===== src/rtl/gcounter.sv =====
// -----------------------------------------------------------------------------
// gcounter -- free-running WIDTH-bit reflected-binary Gray-code counter.
//
// Each clock advances the count by one, and exactly one bit of q toggles per
// cycle. The only state is the Gray register itself. The increment decodes the
// register to binary, adds one, and re-encodes it, all in a single
// combinational cone. There is no shadow binary register, so every flop that
// switches is a Gray bit.
//
// Parameters
//   WIDTH  counter/output width, legal range 2..64 (default 32)
//
// Ports
//   clk    in   1      rising-edge clock
//   reset  in   1      synchronous, active-high; clears q, has priority
//   q      out  WIDTH  registered Gray count
//   bin    out  WIDTH  binary equivalent of q, combinational
//                      (present only when GCOUNTER_BIN_EN is defined)
//
// Configuration macro
//   GCOUNTER_BIN_EN  when defined, exposes the internal Gray-to-binary value
//                    as port bin. This adds no state.
// -----------------------------------------------------------------------------
module gcounter #(
    parameter int WIDTH = 32
) (
    input  logic             clk,
    input  logic             reset,
`ifdef GCOUNTER_BIN_EN
    output logic [WIDTH-1:0] bin,
`endif
    output logic [WIDTH-1:0] q
);

    logic [WIDTH-1:0] q_q;
    logic [WIDTH-1:0] q_d;
    logic [WIDTH-1:0] bin_w;
    logic [WIDTH-1:0] bin_inc;

    // Gray to binary. Bit i is the XOR of all Gray bits from i up to the MSB.
    // A reduction of the shifted word keeps each bit a flat function of q_q,
    // so there is no bit-to-bit chain inside one vector.
    always_comb begin
        bin_w = '0;
        for (int i = 0; i < WIDTH; i++) begin
            bin_w[i] = ^(q_q >> i);
        end
    end

    // The add wraps modulo 2^WIDTH by truncation.
    // Binary 2^WIDTH-1 (Gray 100..0) rolls over to 0.
    always_comb begin
        bin_inc = bin_w + {{(WIDTH-1){1'b0}}, 1'b1};
        q_d     = bin_inc ^ (bin_inc >> 1);
        if (reset) begin
            q_d = '0;
        end
    end

    always_ff @(posedge clk) begin
        q_q <= q_d;
    end

    assign q = q_q;

`ifdef GCOUNTER_BIN_EN
    assign bin = bin_w;
`endif

endmodule


===== config.mk =====
export PLATFORM = sky130hd
export DESIGN_NAME = gcounter
export DESIGN_NICKNAME = d
export VERILOG_FILES = /design/src/rtl/gcounter.sv
export SDC_FILE = /design/constraint.sdc
export NUM_CORES = 1
export LEC_CHECK = 0
export BUFFER_PORTS_ARGS = -buffer_cell sky130_fd_sc_hd__buf_2
export CORE_ASPECT_RATIO = 0.5
export CORE_MARGIN = 2
export CORE_UTILIZATION = 45
export DETAILED_ROUTE_END_ITERATION = 12
export GPL_TIMING_DRIVEN = 0
export PLACE_DENSITY = 0.68
export RECOVER_POWER = 100
export SKIP_LAST_GASP = 1
export SLEW_MARGIN = 20
export SYNTH_ARGS = -nofsm -noshare
export SYNTH_HDL_FRONTEND = slang
export SYNTH_SLANG_ARGS = --single-unit

===== constraint.sdc =====
create_clock -name clk -period 5.35 [get_ports clk]
set_clock_uncertainty 0.2 [all_clocks]
set_input_delay 0.8025 -clock clk [delete_from_list [all_inputs] [get_ports clk]]
set_output_delay 0.8025 -clock clk [all_outputs]
set_load 0.02 [all_outputs]

### Yosys cells after proc, flatten, opt, wreduce, memory -nomap -nowiden

Cells that the tools add are included.

| storage, ports and cells | value |
|---|---|
| input bits | 2 |
| register bits | 32 |
| memories | 0 |
| output and inout port bits | 32 |
| RAM bits | 0 |
| logic and storage cells | 35 |
| bits in latches | 0 |
| ROM bits | 0 |

| cells by class | value |
|---|---|
| shifts and indexed selects | 0 |
| reduce and logical (&&, ||, !) cells | 32 |
| eq/ne operators | 0 |
| bitwise operators | 1 |
| multiply operators | 0 |
| divide/modulo/power cells | 0 |
| $lt $le $gt $ge | 0 |
| $add $sub $neg | 1 |
| muxes and demuxes | 0 |

Operator list:

| cell | count |
|---|---|
| $reduce_xor 32->1 | 32 |
| $add 32x1->32 const B | 1 |
| $xor 32x31->32 | 1 |

### Logic depth before layout (Yosys ltp)

Gate-level depths: netlist (run 1).

| logic depth | value |
|---|---|
| depth after elaboration | 3 |
| gate-level depth with buffers | 18 |
| mapped depth without buffers | 14 |

### Worst setup path before layout (run 1)

No wires, ideal clock.

| timing | value |
|---|---|
| kind | register -> register |
| from | register q_q[27], in the netlist q[27] |
| to | register q_q[28], in the netlist q[28] |
| stages on the path, launching flop included | 19 |
| data arrival time | 5.669 ns |
| buffers on the path | 4 |
| setup slack | -0.592 ns |
| clock period less this slack | 5.942 ns |
| data required time | 5.077 ns |
| setup time | 0.073 ns |
| cells stage by stage | dfxtp_1 buf_2 xor3_1 xnor3_2 xor3_1 buf_6 xnor3_1 xnor2_1 xor2_1 ha_1 clkbuf_1 nand2b_1 or4_1 or4b_1 buf_2 or4_4 or3_4 and3_1 nor3_2 |

| on the way | value |
|---|---|
| longest elaborated chain between the ends | 3 |
| elaborated cells on any way between the ends | 30 |
| classes of those cells | add/sub (1); bitwise (1); reduce/logical (28) |

Ends and longest elaborated chain:

| element | line | RTL |
|---|---|---|
| start: declaration | 35 | `logic [WIDTH-1:0] q_q;` |
| start signal: assignment | 61 | `q_q <= q_d;` |
| $reduce_xor 32->1 | 46 | `bin_w[i] = ^(q_q >> i);` |
| $add 32x1->32 (*) | 53 | `bin_inc = bin_w + {{(WIDTH-1){1'b0}}, 1'b1};` |
| $xor 32x31->32 (*) | 54 | `q_d = bin_inc ^ (bin_inc >> 1);` |

Mark *: on every way between the ends. The rest lies on a longest branch, timed or not.
A chain may end at the register's enable or synchronous reset.

### Final worst setup path (run 1)

| timing | value |
|---|---|
| from | register q_q[31], in the netlist q[31] |
| to | register q_q[28], in the netlist q[28] |

The elaborated chain is that of the path after synthesis.

==> results.tsv, run 1 <==
metric	value	unit
status	completed	
num_vias	2955	
routedWlPerCell	16.0	µm
layout-drive-gt1-share	0.224	
synth_top_area_frac	0.208	
synthTopCellsByCount	60 x xnor2_1, 40 x nor2_1, 32 x dfxtp_1, 19 x xor2_1, 17 x nor3_1	
yosysMostFrequentCell	xnor2_1	
synthesis.area_per_instance	8.47	µm²
period_minus_slack	5.32	ns
fp.dieW	121	µm
syn2layout_area_growth	22.4	%
setup.worst_path.end	q[28]	
cp-start-kind	flop	
clock-sinks	32	
tightest_slew	0.841	ns
setup_viol	0	
report.final.slew_viol_count	0	
ios	34	
synth-warning-count	0	
clk_latency	0.29	ns
largest_register_ffs	32	
max-slew-margin-rel	0.435	
critPathMaxFanout	6	
syn_nets	367	
synth_cells	364	
yosys.area.top_type	dfxtp_1	
synth_area_leaders	dfxtp_1 21%, xnor2_1 17%, xnor3_1 5.8%	
maxCapViolCount	0	
dpl_cell_area	3440	µm²
reg2reg_to	q[28]	
routed_wl	8.21	mm
timing.final.crit_share	0.995	
clkTransAtPathRegs	0.05	ns
grt_max_degree	11	
regToRegSetupSlack	0.03	ns
yosysSeqAreaShare	0.208	
ys_types	54	
r2r_cells	16	
hp-class	flop to flop	
die_area	7570	µm²
dp_hpwl	5.77	mm
io_buffers	32	
nets	422	
grt_pass1_wl	13.2	mm
critical_path_required	5.36	ns
synth_area	3080	µm²
antenna_left	0	
grt_pass1_vias	2733	
root_buffer	clkbuf_16	
timing.rr.start	q[31]	
rows	21	
drt-initial-drc-count	235	
viasPerCell	5.77	
criticalPathCategory	flop to flop	
antenna_found_initial	0	
cp-end-kind	flop	
synthFlopType	dfxtp_1	
cts_tree	yes	
core	6650	µm²
final_cell_area	3770	µm²
hold_violations	0	
ys_ff_latch	32	
drc	0	
synth-edff-count	0	
clock.fmax	0.188	GHz
grt_remaining_overflow	0	
cts_made_buffers	5	
critical_path_arrival	5.34	ns
gp_congestion	0.924	
synthArstFlopShare	0	
dr.pass1.iters	5	
die_h	62.5	µm
worstSetupStartpoint	q[31]	
track_usage	0.220	
diodes	0	
htree_levels	2	
start_util	0.464	
grt_setup_unrepaired	yes	
max-clock-path-buffers	2	
[repair_timing]
item / CTS / global route
buffers inserted: 5 / 14
setup endpoints to repair: 17 / 13
pin swaps: 5 / 12
hold buffers: 0 / 0
resized for setup: 6 / 17
[critical path: stages, from the launching register on]
cell and delay (ns):
dfxtp_2 0.35, xor3_2 0.47, xnor3_2 0.42, xor3_1 0.42, xnor3_2 0.28, xnor2_2 0.22
xor2_1 0.23, ha_2 0.23, buf_8 0.12, nand2b_4 0.06, or4_4 0.45, or4b_4 0.51
buf_8 0.15, or4_4 0.45, or3_4 0.36, and3_1 0.19, nor3_2 0.15
[cells in the final DEF (no fill, tap or decap), drive strengths merged, types with 11 or more instances in the layout]
| cell | count |
|---|---|
| xnor2 | 62 |
| buf | 45 |
| nor2 | 40 |
| clkbuf | 34 |
| dfxtp | 32 |
| xor2 | 20 |
| nor3 | 19 |
| a21oi | 15 |
| o21ai | 14 |
| nand2 | 11 |
[how the worst min path moves through the flow]
stage               startpoint     to  slack (ns)  cells past startpoint
detailed placement       q[31]  q[31]        0.39                      2
CTS                      q[31]  q[31]        0.40                      2
global placement         q[31]  q[31]        0.38                      2
global route             q[25]  q[25]        0.40                      2
finish                   q[25]  q[25]        0.38                      2
floorplan                q[31]  q[31]        0.43                      2
[metal layers]
layer  part of all wire  vias to the layer above  GRT usage
met5                  0                        -          0
met4              0.018                        0     0.0770
met3              0.067                       15     0.0447
met2               0.44                      102      0.336
met1               0.48                     1412      0.309
li1                   -                     1426          -
[through the flow]
step	hold WS (ns)	cells	TNS, ns	setup WS (ns)	utilization
finish	0.381	512	0	0.0251	0.568
detailed placement	0.390	488	-2.66	-0.407	0.517
global placement	0.377	488	-3.24	-0.636	0.516
CTS	0.405	500	0	0.00623	0.551
floorplan	0.430	364	0	0.0299	-
global route	0.402	512	-1.16	-0.242	0.568
[cell type report]
type / instances / area (µm²)
fillers: 593 / 2870
multi-input cells: 305 / 2440
flip-flops and latches: 32 / 652
repair buffers: 51 / 283
clock buffers: 8 / 156
plain buffers: 20 / 118
well taps: 92 / 115
inverters: 4 / 15.0
[cell families (layout without fill, tap and decap cells)]
group	after synthesis	in the layout	share of synthesized area
muxes	12	12	0.0402
and+or+nand+nor	130	130	0.224
xor gates and xnor gates	96	96	0.345
AOI/OAI and AO/OA	66	66	0.141
DFF	32	32	0.208
adders and majority gates	1	1	0.00406
buffers and inverters	27	83	0.0381
Power of run 1 is not shown: default switching activity piles up to over one toggle a cycle in this logic, so the estimate is an artifact.
==> run 2, diff against run 1 <==
Settings changed: ABC_AREA set to 1, PLACE_DENSITY 0.68 to 0.64.
Clock period 5.35 ns to 4.9 ns, I/O delays scaled along.
==> run 2 against run 1 <==
Net effect:
- critical path depth rose by 6
- register-to-register slack improved by 0.95 ns
- utilization fell by 7.5 points
- via count rose by 110%
- routed wire length rose by 99%
- critical path type unchanged
- largest cell class unchanged
==> results.tsv, run 2 <==
metric	value	unit
syn2layout_area_growth	7.75	%
synth-edff-count	0	
postCtsHoldBufs	0	
ys_ff_latch	32	
cts_setup_buffers	0	
timing.final.crit_share	0.802	
cp.buffers_inverters	4	
grt_remaining_overflow	0	
synthTopCellsByCount	617 x nand2_1, 89 x nor2_1, 59 x nand3_1, 49 x inv_1, 45 x nand2_2	
synthArstFlopShare	0	
dr.pass1.iters	6	
tns	0	ns
final_cell_mix	621 x nand2_1, 93 x nor2_1, 60 x nand3_1	
htree_levels	2	
synth_top_area_frac	0.466	
drc	0	
final_common_cell	nand2_1	
synthFlopType	dfxtp_1	
critical_path_arrival	3.95	ns
layout-drive-gt1-share	0.0979	
max-clock-path-buffers	2	
critPathMaxFanout	9	
antenna_found_initial	0	
grt_max_degree	11	
cp-start-kind	flop	
grt_pass1_vias	4988	
grt_setup_unrepaired	no	
cp-end-kind	flop	
antenna_left	0	
place_ws	1.57	ns
dp_hpwl	13.7	mm
synth-warning-count	0	
fp.dieW	153	µm
tightest_slew	0.616	ns
hp-class	flop to flop	
yosysMostFrequentCell	nand2_1	
routed_wl	16.3	mm
clk_latency	0.29	ns
largest_register_ffs	32	
cts_resized	0	
maxCapViolCount	0	
period_minus_slack	3.93	ns
rows	27	
clkTransAtPathRegs	0.06	ns
die_area	12000	µm²
core	10900	µm²
criticalPathCategory	flop to flop	
routedWlPerCell	13.6	µm
cp_top_family	simple AND/OR/NAND/NOR gates	
grt_pass1_wl	25.7	mm
ios	34	
path_common_cell	nand2_1	
ys_types	27	
slowest_delay	0.50	ns
root_buffer	clkbuf_16	
diodes	0	
drt-initial-drc-count	594	
yosysSeqAreaShare	0.129	
synth_area	4970	µm²
status	completed	
track_usage	0.276	
viasPerCell	5.10	
synth_cells	1012	
max-slew-margin-rel	0.588	
clock-sinks	32	
worst_slack	0.972	ns
nets	1055	
syn_nets	1015	
synthesis.area_per_instance	4.91	µm²
yosys.area.top_type	nand2_1	
dpl_cell_area	5320	µm²
path_cells	inv_1 > nand2_1 > nand2_1 > nand2_1 > nand2_1 > inv_1 > nand2_1 > nand2_1 > nand2_2 > nand2_1 > inv_1 > nand2_2 > nand2_1 > ha_1 > nand3_4 > nor2_1 > nand3_1 > nand2_1 > clkinv_1 > nand2_1 > nand2_1 > nor2_1	
start_util	0.457	
cts_made_buffers	5	
synth_area_leaders	nand2_1 47%, dfxtp_1 13%, nor2_1 6.7%	
report.final.slew_viol_count	0	
gp_congestion	0.990	
die_h	78.3	µm
critical_path_required	4.92	ns
io_buffers	33	
num_vias	6102	
crit_slowest_cell	nor2_1	
hold_violations	0	
final_cell_area	5360	µm²
setup_viol	0	
clock.fmax	0.255	GHz
cts_tree	yes	
[run 2: cell types whose count changed after synthesis, moves of 24 or more]
| cell | before | now |
|---|---|---|
| nor2_1 | 40 | 89 |
| nand3_1 | 9 | 59 |
| nand2_2 | 0 | 45 |
| xnor2_1 | 60 | 4 |
| inv_2 | 0 | 24 |
| nand2_1 | 11 | 617 |
| inv_1 | 4 | 49 |
[run 2: cell families (layout without fill, tap and decap cells)]
| family | count (synthesis) | after routing | share of synthesized area |
|---|---|---|---|
| adders and majority gates | 1 | 1 | 0.00252 |
| buffers and inverters | 79 | 119 | 0.0649 |
| xor gates and xnor gates | 22 | 22 | 0.0418 |
| DFF | 32 | 32 | 0.129 |
| and+or+nand+nor | 868 | 868 | 0.752 |
| AOI/OAI and AO/OA | 10 | 10 | 0.0101 |
[run 2: cell type report]
class	instances	area, µm²
buffer	4	38.8
inverter	75	284
clock inverter	1	5.00
sequential	32	641
multi-input combinational	901	3950
timing repair buffer	33	125
clock buffer	6	129
fill	1210	5520
tap	145	181
[run 2: tightest hold or removal path, delay by kind of cell, from the launching register on]
family | cells | cell delay [ns]
simple gates | 1 | 0.10
flops | 1 | 0.35
compound gates | 1 | 0.06
[run 2: path summary, 6_finish.rpt]
check | from | to | slack (ns) | depth (start not counted)
min | q[31] | q[31] | 0.36 | 2
max reg2reg | q[20] | q[15] | 0.97 | 22
max | q[20] | q[15] | 0.97 | 22
min reg2reg | q[31] | q[31] | 0.36 | 2
[run 2: metrics by stage]
stage,utilization,hold slack (ns),cells
floorplan,-,0.402,1012
global placement,0.489,0.336,1190
detailed placement,0.489,0.342,1190
CTS,0.501,0.357,1197
global route,0.492,0.428,1197
finish,0.492,0.359,1197
[run 2: metal layers]
layer | GRT usage | wire (µm) | up-vias
li1 | - | - | 3192
met1 | 0.426 | 8250 | 2686
met2 | 0.405 | 6390 | 214
met3 | 0.0486 | 1550 | 10
met4 | 0.0306 | 120 | 0
met5 | 0 | 0 | -
Power of run 2 is left out for the same reason.
==> run 3, diff against run 2 <==
Clock period 4.9 ns to 4.04 ns, I/O delays scaled along.
==> run 3 against run 2 <==
Net effect:
- final area increased by 0.37%
- global-route usage unchanged
- critical path depth decreased by 2
- first-iteration DRC count decreased by 2.7%
- routed wire length increased by 0.59%
- flip-flop and latch count unchanged
==> results.tsv, run 3 (same netlist as run 2, synthesis figures left out) <==
metric	value	unit
viasPerCell	5.10	
status	completed	
hold_violations	0	
cts_resized	0	
postCtsHoldBufs	0	
routed_wl	16.4	mm
layout-drive-gt1-share	0.105	
grt_remaining_overflow	0	
cts_setup_buffers	0	
diodes	0	
place_ws	0.707	ns
criticalPathCategory	flop to flop	
largest_register_ffs	32	
routedWlPerCell	13.7	µm
cp-start-kind	flop	
clkTransAtPathRegs	0.06	ns
syn2layout_area_growth	8.16	%
tightest_slew	0.644	ns
clock-sinks	32	
clk_latency	0.29	ns
worst_slack	0.452	ns
grt_pass1_wl	25.7	mm
die_area	12000	µm²
gp_congestion	0.990	
dr.pass1.iters	6	
start_util	0.457	
critPathMaxFanout	6	
antenna_left	0	
period_minus_slack	3.59	ns
multiInputGateArea	3970	µm²
root_buffer	clkbuf_16	
maxCapViolCount	0	
final.fill_count	1207	
cts_tree	yes	
hp-class	flop to flop	
nets	1055	
cp-end-kind	flop	
final_cell_mix	619 x nand2_1, 92 x nor2_1, 60 x nand3_1	
antenna_found_initial	0	
rows	27	
num_vias	6108	
clock.fmax	0.279	GHz
drc	0	
io_buffers	33	
final_common_cell	nand2_1	
grt_setup_unrepaired	no	
grt_pass1_vias	4988	
timing.final.crit_share	0.888	
drt-initial-drc-count	578	
critical_path_arrival	3.58	ns
register_area	641	µm²
report.final.slew_viol_count	0	
htree_levels	2	
cts_made_buffers	5	
max-slew-margin-rel	0.569	
max-clock-path-buffers	2	
die_h	78.3	µm
dp_hpwl	13.7	mm
core	10900	µm²
grt_max_degree	11	
fp.dieW	153	µm
critical_path_required	4.03	ns
ios	34	
tns	0	ns
setup_viol	0	
track_usage	0.276	
run 3: changes by cell type in the layout (fill, tap and decap cells not counted), sizes merged:
cell,delta
inv,+1
clkinv,-1
run 3: path summary, 6_finish.rpt:
path               from    end  slack, ns  cells past startpoint
setup / recovery  q[20]  q[10]       0.45                     20
hold / removal    q[31]  q[31]       0.36                      2
setup reg to reg  q[20]  q[10]       0.45                     20
hold reg to reg   q[31]  q[31]       0.36                      2
run 3: layer usage:
metal	vias to the layer above	global-route usage	routed length (µm)
met5	-	0	0
li1	3198	-	-
met2	215	0.405	6390
met4	0	0.0306	143
met3	14	0.0486	1430
met1	2681	0.426	8450
run 3: critical path: stages (launching register included):
cell and delay [ns]:
dfxtp_1 0.41, inv_1 0.11, nand2_1 0.07, nand2_1 0.11, nand2_1 0.08, nand2_1 0.19, inv_1 0.26, nand2_1 0.09
nand2_1 0.11, nand2_2 0.06, nand2_2 0.12, nand2_1 0.11, nand2_4 0.12, ha_1 0.33, nand3_4 0.17, inv_2 0.14
nand3_1 0.18, xor2_1 0.41, nand2_1 0.10, nand2_1 0.08, nor2_1 0.04
run 3: stage by stage:
stage / hold slack, ns / instance area, µm² / util / std cells
detailed placement: 0.342 / 5320 / 0.489 / 1190
CTS: 0.357 / 5450 / 0.501 / 1197
finish: 0.358 / 5380 / 0.494 / 1197
floorplan: 0.402 / 4970 / - / 1012
global route: 0.413 / 5380 / 0.494 / 1197
global placement: 0.336 / 5320 / 0.489 / 1190
run 3: cell type report:
cell class                      count  share of cell area
Buffer                              4             0.00721
Clock buffer                        6              0.0240
Clock inverter                      1            0.000931
Inverter                           75              0.0528
Multi-Input combinational cell    901               0.739
Sequential cell                    32               0.119
Tap cell                          145              0.0337
Timing Repair Buffer               33              0.0233
Power of run 3 is left out for the same reason.
